===== src/rtl/dmem_arbiter_if.sv =====
// Bundle of the two requester ports and the memory port of the data-memory arbiter.
// slave = arbiter side; master = requesters plus the memory model.
interface dmem_arbiter_if #(
   parameter int AW = 32,
   parameter int DW = 32
);
   logic          r0_req;
   logic          r1_req;
   logic          r0_we;
   logic          r1_we;
   logic [AW-1:0] r0_addr;
   logic [AW-1:0] r1_addr;
   logic [DW-1:0] r0_wdata;
   logic [DW-1:0] r1_wdata;
   logic          r0_gnt;
   logic          r1_gnt;
   logic          r0_rvalid;
   logic          r1_rvalid;
   logic [DW-1:0] rdata;
   logic          mem_en;
   logic          mem_we;
   logic [AW-1:0] mem_addr;
   logic [DW-1:0] mem_wdata;
   logic [DW-1:0] mem_rdata;
   logic          busy;

   modport slave (
      input  r0_req, r1_req, r0_we, r1_we, r0_addr, r1_addr, r0_wdata, r1_wdata, mem_rdata,
      output r0_gnt, r1_gnt, r0_rvalid, r1_rvalid, rdata,
      output mem_en, mem_we, mem_addr, mem_wdata, busy
   );

   modport master (
      output r0_req, r1_req, r0_we, r1_we, r0_addr, r1_addr, r0_wdata, r1_wdata, mem_rdata,
      input  r0_gnt, r1_gnt, r0_rvalid, r1_rvalid, rdata,
      input  mem_en, mem_we, mem_addr, mem_wdata, busy
   );
endinterface


===== src/rtl/dmem_arbiter.sv =====
// Two-requester round-robin arbiter in front of a single-port synchronous-read data memory.
// One transaction at a time: IDLE -> ACCESS (-> RESP for reads) -> IDLE.
module dmem_arbiter #(
   parameter int AW = 32,
   parameter int DW = 32
) (
   input  logic           clk,
   input  logic           rst,
   dmem_arbiter_if.slave  bus
);
   typedef enum logic [1:0] {IDLE, ACCESS, RESP} state_t;

   state_t        r_state;
   state_t        w_state_next;
   logic          r_last;
   logic          r_id;
   logic          r_we;
   logic [AW-1:0] r_addr;
   logic [DW-1:0] r_wdata;
   logic [DW-1:0] r_rdata;
   logic          r_rvalid0;
   logic          r_rvalid1;
   logic          w_any;
   logic          w_winner;

   assign w_any = bus.r0_req | bus.r1_req;

   // On a tie the requester that did not win last time gets the slot.
   always_comb begin
      w_winner = 1'b0;
      if (bus.r0_req && bus.r1_req) begin
         w_winner = ~r_last;
      end else if (bus.r1_req) begin
         w_winner = 1'b1;
      end
   end

   always_ff @(posedge clk or negedge rst) begin
      if (!rst) begin
         r_state <= IDLE;
      end else begin
         r_state <= w_state_next;
      end
   end

   always_comb begin
      w_state_next = r_state;
      case (r_state)
         IDLE:    if (w_any) w_state_next = ACCESS;
         ACCESS:  w_state_next = r_we ? IDLE : RESP;
         RESP:    w_state_next = IDLE;
         default: w_state_next = IDLE;
      endcase
   end

   always_comb begin
      bus.mem_en = 1'b0;
      bus.mem_we = 1'b0;
      bus.r0_gnt = 1'b0;
      bus.r1_gnt = 1'b0;
      bus.busy   = (r_state != IDLE);
      if (r_state == ACCESS) begin
         bus.mem_en = 1'b1;
         bus.mem_we = r_we;
         bus.r0_gnt = ~r_id;
         bus.r1_gnt = r_id;
      end
   end

   // Captured request and read-return registers; rvalid is a one-cycle pulse after RESP.
   always_ff @(posedge clk or negedge rst) begin
      if (!rst) begin
         r_last    <= 1'b1;
         r_id      <= 1'b0;
         r_we      <= 1'b0;
         r_addr    <= '0;
         r_wdata   <= '0;
         r_rdata   <= '0;
         r_rvalid0 <= 1'b0;
         r_rvalid1 <= 1'b0;
      end else begin
         r_rvalid0 <= 1'b0;
         r_rvalid1 <= 1'b0;
         if (r_state == IDLE && w_any) begin
            r_last  <= w_winner;
            r_id    <= w_winner;
            r_we    <= w_winner ? bus.r1_we    : bus.r0_we;
            r_addr  <= w_winner ? bus.r1_addr  : bus.r0_addr;
            r_wdata <= w_winner ? bus.r1_wdata : bus.r0_wdata;
         end
         if (r_state == RESP) begin
            r_rdata   <= bus.mem_rdata;
            r_rvalid0 <= ~r_id;
            r_rvalid1 <= r_id;
         end
      end
   end

   assign bus.mem_addr  = r_addr;
   assign bus.mem_wdata = r_wdata;
   assign bus.rdata     = r_rdata;
   assign bus.r0_rvalid = r_rvalid0;
   assign bus.r1_rvalid = r_rvalid1;
endmodule


===== src/flat_wrapper.sv =====
// flat-port wrapper written by rule: the top's interface ports become plain ports
module dmem_arbiter_flat 
#(
   parameter int AW = 32,
   parameter int DW = 32
)
  (clk, rst, bus_r0_req, bus_r1_req, bus_r0_we, bus_r1_we, bus_r0_addr, bus_r1_addr, bus_r0_wdata, bus_r1_wdata, bus_mem_rdata, bus_r0_gnt, bus_r1_gnt, bus_r0_rvalid, bus_r1_rvalid, bus_rdata, bus_mem_en, bus_mem_we, bus_mem_addr, bus_mem_wdata, bus_busy);
  dmem_arbiter_if #(.AW(AW), .DW(DW)) bus_i ();
  input  logic clk;
  input  logic rst;
  input wire logic [$bits(bus_i.r0_req)-1:0] bus_r0_req;
  input wire logic [$bits(bus_i.r1_req)-1:0] bus_r1_req;
  input wire logic [$bits(bus_i.r0_we)-1:0] bus_r0_we;
  input wire logic [$bits(bus_i.r1_we)-1:0] bus_r1_we;
  input wire logic [$bits(bus_i.r0_addr)-1:0] bus_r0_addr;
  input wire logic [$bits(bus_i.r1_addr)-1:0] bus_r1_addr;
  input wire logic [$bits(bus_i.r0_wdata)-1:0] bus_r0_wdata;
  input wire logic [$bits(bus_i.r1_wdata)-1:0] bus_r1_wdata;
  input wire logic [$bits(bus_i.mem_rdata)-1:0] bus_mem_rdata;
  output wire logic [$bits(bus_i.r0_gnt)-1:0] bus_r0_gnt;
  output wire logic [$bits(bus_i.r1_gnt)-1:0] bus_r1_gnt;
  output wire logic [$bits(bus_i.r0_rvalid)-1:0] bus_r0_rvalid;
  output wire logic [$bits(bus_i.r1_rvalid)-1:0] bus_r1_rvalid;
  output wire logic [$bits(bus_i.rdata)-1:0] bus_rdata;
  output wire logic [$bits(bus_i.mem_en)-1:0] bus_mem_en;
  output wire logic [$bits(bus_i.mem_we)-1:0] bus_mem_we;
  output wire logic [$bits(bus_i.mem_addr)-1:0] bus_mem_addr;
  output wire logic [$bits(bus_i.mem_wdata)-1:0] bus_mem_wdata;
  output wire logic [$bits(bus_i.busy)-1:0] bus_busy;
  assign bus_i.r0_req = bus_r0_req;
  assign bus_i.r1_req = bus_r1_req;
  assign bus_i.r0_we = bus_r0_we;
  assign bus_i.r1_we = bus_r1_we;
  assign bus_i.r0_addr = bus_r0_addr;
  assign bus_i.r1_addr = bus_r1_addr;
  assign bus_i.r0_wdata = bus_r0_wdata;
  assign bus_i.r1_wdata = bus_r1_wdata;
  assign bus_i.mem_rdata = bus_mem_rdata;
  assign bus_r0_gnt = bus_i.r0_gnt;
  assign bus_r1_gnt = bus_i.r1_gnt;
  assign bus_r0_rvalid = bus_i.r0_rvalid;
  assign bus_r1_rvalid = bus_i.r1_rvalid;
  assign bus_rdata = bus_i.rdata;
  assign bus_mem_en = bus_i.mem_en;
  assign bus_mem_we = bus_i.mem_we;
  assign bus_mem_addr = bus_i.mem_addr;
  assign bus_mem_wdata = bus_i.mem_wdata;
  assign bus_busy = bus_i.busy;
  dmem_arbiter #(.AW(AW), .DW(DW)) u_core (.clk(clk), .rst(rst), .bus(bus_i));
endmodule

===== config.mk =====
export PLATFORM = sky130hd
export DESIGN_NAME = dmem_arbiter_flat
export DESIGN_NICKNAME = d
export VERILOG_FILES = /design/src/rtl/dmem_arbiter_if.sv /design/src/rtl/dmem_arbiter.sv /design/src/flat_wrapper.sv
export SDC_FILE = /design/constraint.sdc
export NUM_CORES = 1
export LEC_CHECK = 0
export BUFFER_PORTS_ARGS = -buffer_cell sky130_fd_sc_hd__buf_2
export CORE_MARGIN = 1
export CORE_UTILIZATION = 45
export CTS_BUF_LIST = sky130_fd_sc_hd__clkbuf_16
export CTS_CLUSTER_SIZE = 16
export DETAILED_ROUTE_END_ITERATION = 8
export PLACE_DENSITY_LB_ADDON = 0.15
export RECOVER_POWER = 100
export SYNTH_ARGS = -nofsm -noshare
export SYNTH_HDL_FRONTEND = slang
export SYNTH_SLANG_ARGS = --single-unit

===== constraint.sdc =====
create_clock -name clk -period 2.29 [get_ports clk]
set_input_delay 0.1145 -clock clk [delete_from_list [all_inputs] [get_ports clk]]
set_output_delay 0.1145 -clock clk [all_outputs]
set_load 0.01 [all_outputs]

==> metrics.yaml, run 1 <==
grt_pass1_vias: 3606
path_class: "register to register"
min_from: "bus_mem_rdata[8]"
skew_ns: 0.01121
dieArea_sq_um: 11390
die_height_um: 106.7
grt_pass1_wl_mm: 17.45
core_area_sq_um: 10460
synthCells: 300
cts.repair.resized: 0
reg2reg_depth: 4
drc: 0
dp_hpwl_mm: 8.658
cts_tree: "done"
synthesis.area_sq_um: 4933
cp_data_arrival_time_ns: 1.99
cts_max_level: 3
yosysTopAreaCell: "dfrtp_1"
nNetsFinal: 748
cts_buffer_depth: 2
synth_fa_ha_area_share_pct: 0
synth-seq-area-share_pct: 52.27
yosys.area_share.simple_pct: 0.8369
regToRegSetupSlack_ns: 0.51
min_period_ns: 1.776
powerDensity_nw_per_um2: 1294
start_kind: "register"
io_buffers: 268
areaGrowthSynthToFinish_pct: 33.65
start_util_pct: 47.15
layout_common_cells: "165 x buf_2, 103 x clkbuf_1, 102 x dfrtp_1, 84 x mux2_2, 41 x mux2_4"
die_w_um: 106.7
ys_warn_count: 0
grt_start_max_net_pins: 57
path_max_fanout: 37
fin_crit_sh_pct: 77.57
synth_top_area_share_pct: 51.74
vias_per_cell: 4.790
critPathCaptureType: "register"
internal_power_uw: 5579
clockRootBuffer: "clkbuf_16"
grtUsageTotal_pct: 19.87
power.switching_uw: 2956
r2r_end: "u_core.bus.mem_addr[15]$_DFFE_PN0P_"
tightest_slew_ns: 0.8680
post-place-cells: 693
max_freq_mhz: 563.0
drive_gt1_share_pct: 53.32
dr.pass1.iters: 4
status: "finished clean"
clk_pin_slew_ns: 0.08
grt_overflow: 0
synth_compound_area_share_pct: 0.7101
postRouteWirelength_mm: 11.37
gp_congestion: 0.7562
ys_top_cells_by_area: "dfrtp_1 52%, mux2_4 24%, mux2_2 19%, buf_6 1.1%, buf_2 0.91%"
min_path_type: "input pin to register"
power_leakage_uw: 0.003124
synth_cell_types: 17
finalNonFillerCells: 723
synthMuxAreaShare_pct: 42.91
io_pins: 269
worstHoldPathCells: 2
synth_xor_area_share_pct: 0
setup_viol: 0
drv_slew: 0
diodes: 0
hold_end: "u_core.bus.rdata[8]$_DFFE_PN0N_"
postSynthAreaPerCell_sq_um: 16.44
antenna_found_initial: 0
max-slew-margin-rel_pct: 42.13
dpl_cell_area_sq_um: 6426
fin_tns_setup_ns: 0
rsz0062_at_grt: "false"
drt_iter0_markers: 102
yosys_register_bits: 103
ir_drop_mv: 0.6651
final_design_area_no_fill_sq_um: 6594
timing.rr.start: "u_core.r_last$_DFFE_PN1P_"
vias: 3463
synth_top_family_by_area: "multiplexers"
drv_cap: 0
num_rows: 37
final_common_cell: "buf_2"
cts_buffers: 9
wl_per_cell_um: 15.73
n_fill_cell: 932
cp.required_ns: 2.50
power_frac_seq_pct: 38.2
insertion_delay_ns: 0.34
clkPwrFrac_pct: 19.1
hold_violations: 0
power.share.combinational_pct: 42.7
ant_nets: 0
switching_share_pct: 34.63
syn-num-nets: 466
clock_sinks: 103
==> final cells by class <==
cell class	count	area (sq um)	share of cell area (%)
sequential	103	2579	39.11
timing repair buffer	289	1450	21.99
tap	136	170.2	2.581
multi-input combinational	176	2062	31.27
clock buffer	9	225.2	3.416
inverter	3	11.26	0.1708
clock inverter	7	96.34	1.461
==> cells by family after synthesis <==
family | Yosys count
flops | 103
simple gates | 9
mux | 162
buf+inv | 21
compound gates | 5
==> worst max-delay path by stage <==
stage | start | to | slack [ns] | cells past startpoint
global route | rst | u_core.r_id$_DFFE_PN0P_ | 0.31 | 3
floorplan | u_core.r_last$_DFFE_PN1P_ | u_core.bus.mem_wdata[22]$_DFFE_PN0P_ | 0.65 | 5
detailed placement | u_core.r_state[0]$_DFFE_PN0P_ | u_core.bus.mem_addr[10]$_DFFE_PN0P_ | 0.51 | 4
finish | u_core.r_last$_DFFE_PN1P_ | u_core.bus.mem_addr[15]$_DFFE_PN0P_ | 0.51 | 4
CTS | u_core.r_state[0]$_DFFE_PN0P_ | u_core.bus.mem_addr[10]$_DFFE_PN0P_ | 0.50 | 4
global placement | u_core.r_state[0]$_DFFE_PN0P_ | u_core.r_we$_DFFE_PN0P_ | 0.55 | 4
==> sequential cells by signal, summed over array words and instances, names as in the netlist <==
register,cells
u_core.r_we,1
u_core.bus.rdata,32
u_core.bus.r1_rvalid,1
u_core.bus.mem_wdata,32
u_core.r_id,1
u_core.bus.mem_addr,32
u_core.r_state,2
u_core.bus.r0_rvalid,1
u_core.r_last,1
==> critical path: stages (launching register included) <==
cell and delay, ns:
dfstp_1 0.55, a21bo_1 0.22, buf_12 0.25, mux2_2 0.37, mux2_2 0.27
==> power by group through the flow <==
stage / registers [uW] / clock network, uW / logic [uW]
3_5_place_dp: 3270 / 0 / 4280
6_report: 3260 / 1630 / 3640
4_1_cts: 3260 / 1660 / 4300
3_3_place_gp: 3260 / 0 / 4180
5_1_grt: 3380 / 1730 / 3920
2_1_floorplan: 3670 / 0 / 2330
==> Yosys cell counts <==
library cell,count
dfrtp_1,102
mux2_2,84
mux2_4,78
buf_2,9
nor2_1,6
buf_6,5
buf_8,3
inv_1,3
nand2b_1,2
a21bo_2,1
a21oi_1,1
a31oi_1,1
and2_1,1
clkbuf_1,1
dfstp_2,1
o21a_1,1
o22ai_1,1
==> per-layer routing <==
layer / track usage [%] / routed length, um / vias up
li1: - / - / 1636
met1: 24.15 / 4699 / 1679
met2: 35.35 / 5873 / 139
met3: 4.802 / 678 / 9
met4: 4.892 / 123 / 0
met5: 0 / 0 / -
==> stage by stage <==
stage / total power [uW] / util, % / hold slack [ns] / worst slack (ns)
finish: 8535 / 63.02 / 0.009666 / 0.5136
floorplan: 6000 / - / -0.1811 / 0.6534
CTS: 9215 / 65.36 / 0.0002188 / 0.5021
detailed placement: 7546 / 61.42 / -0.02205 / 0.5123
global placement: 7434 / 61.42 / -0.02212 / 0.5532
global route: 9028 / 63.02 / 0.001655 / 0.3117
==> timing repair <==
action | in CTS | in global routing
hold buffers | 9 | 5
setup buffers | 0 | 0
setup endpoints to repair | 0 | 0
hold endpoints to repair | 75 | 5
Note: power is estimated with default switching activity, not from simulation.
==> run 2: changes to the inputs <==
==> constraint.sdc (replaced) <==
create_clock -name clk -period 1.75 [get_ports clk]
set_input_delay 0.0875 -clock clk [delete_from_list [all_inputs] [get_ports clk]]
set_output_delay 0.0875 -clock clk [all_outputs]
set_load 0.01 [all_outputs]
==> run 2 against run 1 <==
  * Core utilization up 2.6 points
  * Combinational power up 44%
  * Sequential power up 31%
  * Largest power group unchanged
  * Clock-buffer cell count unchanged
  * Wire length up 6.9%
  * Non-clock buffer count up 25
  * Clock skew down 0.0049 ns
  * Final cell count up 3.5%
  * Via count up 2.8%
  * Fmax up 3.2%
  * Setup slack worse by 0.48 ns
==> metrics.yaml, run 2 (synthesized netlist as in run 1, its figures left out) <==
num_rows: 37
cts_max_level: 3
tightest_slew_ns: 0.9721
grt_pass1_vias: 3793
clock_sinks: 103
wl_per_cell_um: 16.26
cp_slowest_cell: "dfstp_2"
die_height_um: 106.7
critPathCaptureType: "register"
ir_drop_mv: 0.8550
grt_start_max_net_pins: 39
path_cells: "a21bo_4, buf_12, mux2_2, mux2_2"
power_uw: 11430
drt_iter0_markers: 76
n_fill_cell: 882
max_freq_mhz: 581.1
drc: 0
cts.repair.resized: 0
vias_per_cell: 4.761
path_max_fanout: 26
nNetsFinal: 773
start_kind: "register"
dr.pass1.iters: 4
grt_pass1_wl_mm: 18.71
areaGrowthSynthToFinish_pct: 39.26
grt_overflow: 0
cts_buffer_depth: 2
cpMostUsedCell: "mux2_2"
rsz0062_at_grt: "true"
die_w_um: 106.7
status: "finished clean"
final_common_cell: "buf_2"
insertion_delay_ns: 0.35
diodes: 0
vias: 3561
setup_viol: 0
drv_slew: 0
max-slew-margin-rel_pct: 35.20
clk_pin_slew_ns: 0.07
dieArea_sq_um: 11390
drive_gt1_share_pct: 54.25
clockRootBuffer: "clkbuf_16"
io_buffers: 268
antenna_found_initial: 0
io_pins: 269
core_area_sq_um: 10460
min_path_type: "input pin to register"
power_leakage_uw: 0.003259
start_util_pct: 47.15
min_period_ns: 1.721
dp_hpwl_mm: 8.849
cp_data_arrival_time_ns: 1.95
layout_common_cells: "164 x buf_2, 104 x clkbuf_1, 102 x dfrtp_1, 84 x mux2_2, 54 x mux2_4"
ant_nets: 0
cts_buffers: 9
skew_ns: 0.006329
powerDensity_nw_per_um2: 1664
critPathMaxStageDelay_ns: 0.55
gp_congestion: 0.7426
grtUsageTotal_pct: 21.49
cp.required_ns: 1.98
hold_violations: 0
regToRegSetupSlack_ns: 0.03
fin_crit_sh_pct: 98.34
cts_tree: "done"
fin_tns_setup_ns: 0
path_class: "register to register"
drv_cap: 0
postRouteWirelength_mm: 12.16
[run 2: repair_timing]
action,4_1_cts,5_1_grt
hold endpoints to repair,68,0
setup endpoints to repair,0,9
setup buffers,0,0
hold buffers,34,0
[run 2: final timing paths]
kind | from | to | depth (start not counted)
worst max-delay path | u_core.r_last$_DFFE_PN1P_ | u_core.bus.mem_addr[18]$_DFFE_PN0P_ | 4
worst min-delay path | bus_r1_req | u_core.r_last$_DFFE_PN1P_ | 3
worst max register to register | u_core.r_last$_DFFE_PN1P_ | u_core.bus.mem_addr[18]$_DFFE_PN0P_ | 4
worst min register to register | u_core.r_id$_DFFE_PN0P_ | u_core.bus.r0_rvalid$_DFF_PN0_ | 1
max in group asynchronous | rst | u_core.bus.mem_addr[27]$_DFFE_PN0P_ | 3
min in group asynchronous | rst | u_core.bus.mem_addr[28]$_DFFE_PN0P_ | 2
[run 2: power by group]
group          leakage, uW  total (uW)  switching, uW  internal, uW
combinational      0.00192        5230           2420          2810
clock             0.000132        1920            936           983
sequential         0.00121        4280            659          3620
total              0.00326       11400           4010          7420
[run 2: area by class of cell]
| type | count | area [sq um] | area share, % |
|---|---|---|---|
| clock inverter | 7 | 56.30 | 0.8195 |
| sequential | 103 | 2579 | 37.53 |
| multi-input combinational | 176 | 2117 | 30.81 |
| tap | 136 | 170.2 | 2.477 |
| clock buffer | 9 | 225.2 | 3.278 |
| timing repair buffer | 314 | 1712 | 24.91 |
| inverter | 3 | 11.26 | 0.1639 |
[run 2: routing by layer]
| metal | vias to the layer above | share of wire (%) | global-route usage (%) | wire (um) |
|---|---|---|---|---|
| li1 | 1678 | - | - | - |
| met1 | 1702 | 38 | 23.55 | 4575 |
| met2 | 157 | 52 | 38.43 | 6364 |
| met3 | 24 | 7.3 | 5.471 | 883 |
| met4 | 0 | 2.8 | 10.67 | 336 |
| met5 | - | 0 | 0 | 0 |
[run 2: critical path: cells and delay by family, from the launching register on]
| kind | cells | cell delay [ns] |
|---|---|---|
| muxes | 2 | 0.62 |
| DFF | 1 | 0.55 |
| buffers and inverters | 1 | 0.22 |
| AOI/OAI and AO/OA | 1 | 0.20 |
[run 2: metrics by stage]
stage | worst slack (ns) | cells | area (sq um) | hold WS, ns | util [%]
finish | 0.02899 | 748 | 6870 | 0.02409 | 65.67
detailed placement | 0.04219 | 698 | 6501 | 0.1012 | 62.14
global placement | 0.08163 | 698 | 6501 | 0.09444 | 62.14
floorplan | 0.1134 | 300 | 4933 | -0.2081 | -
global route | -0.01947 | 748 | 6870 | 0.04669 | 65.67
CTS | 0.02735 | 748 | 7123 | 0.01331 | 68.08
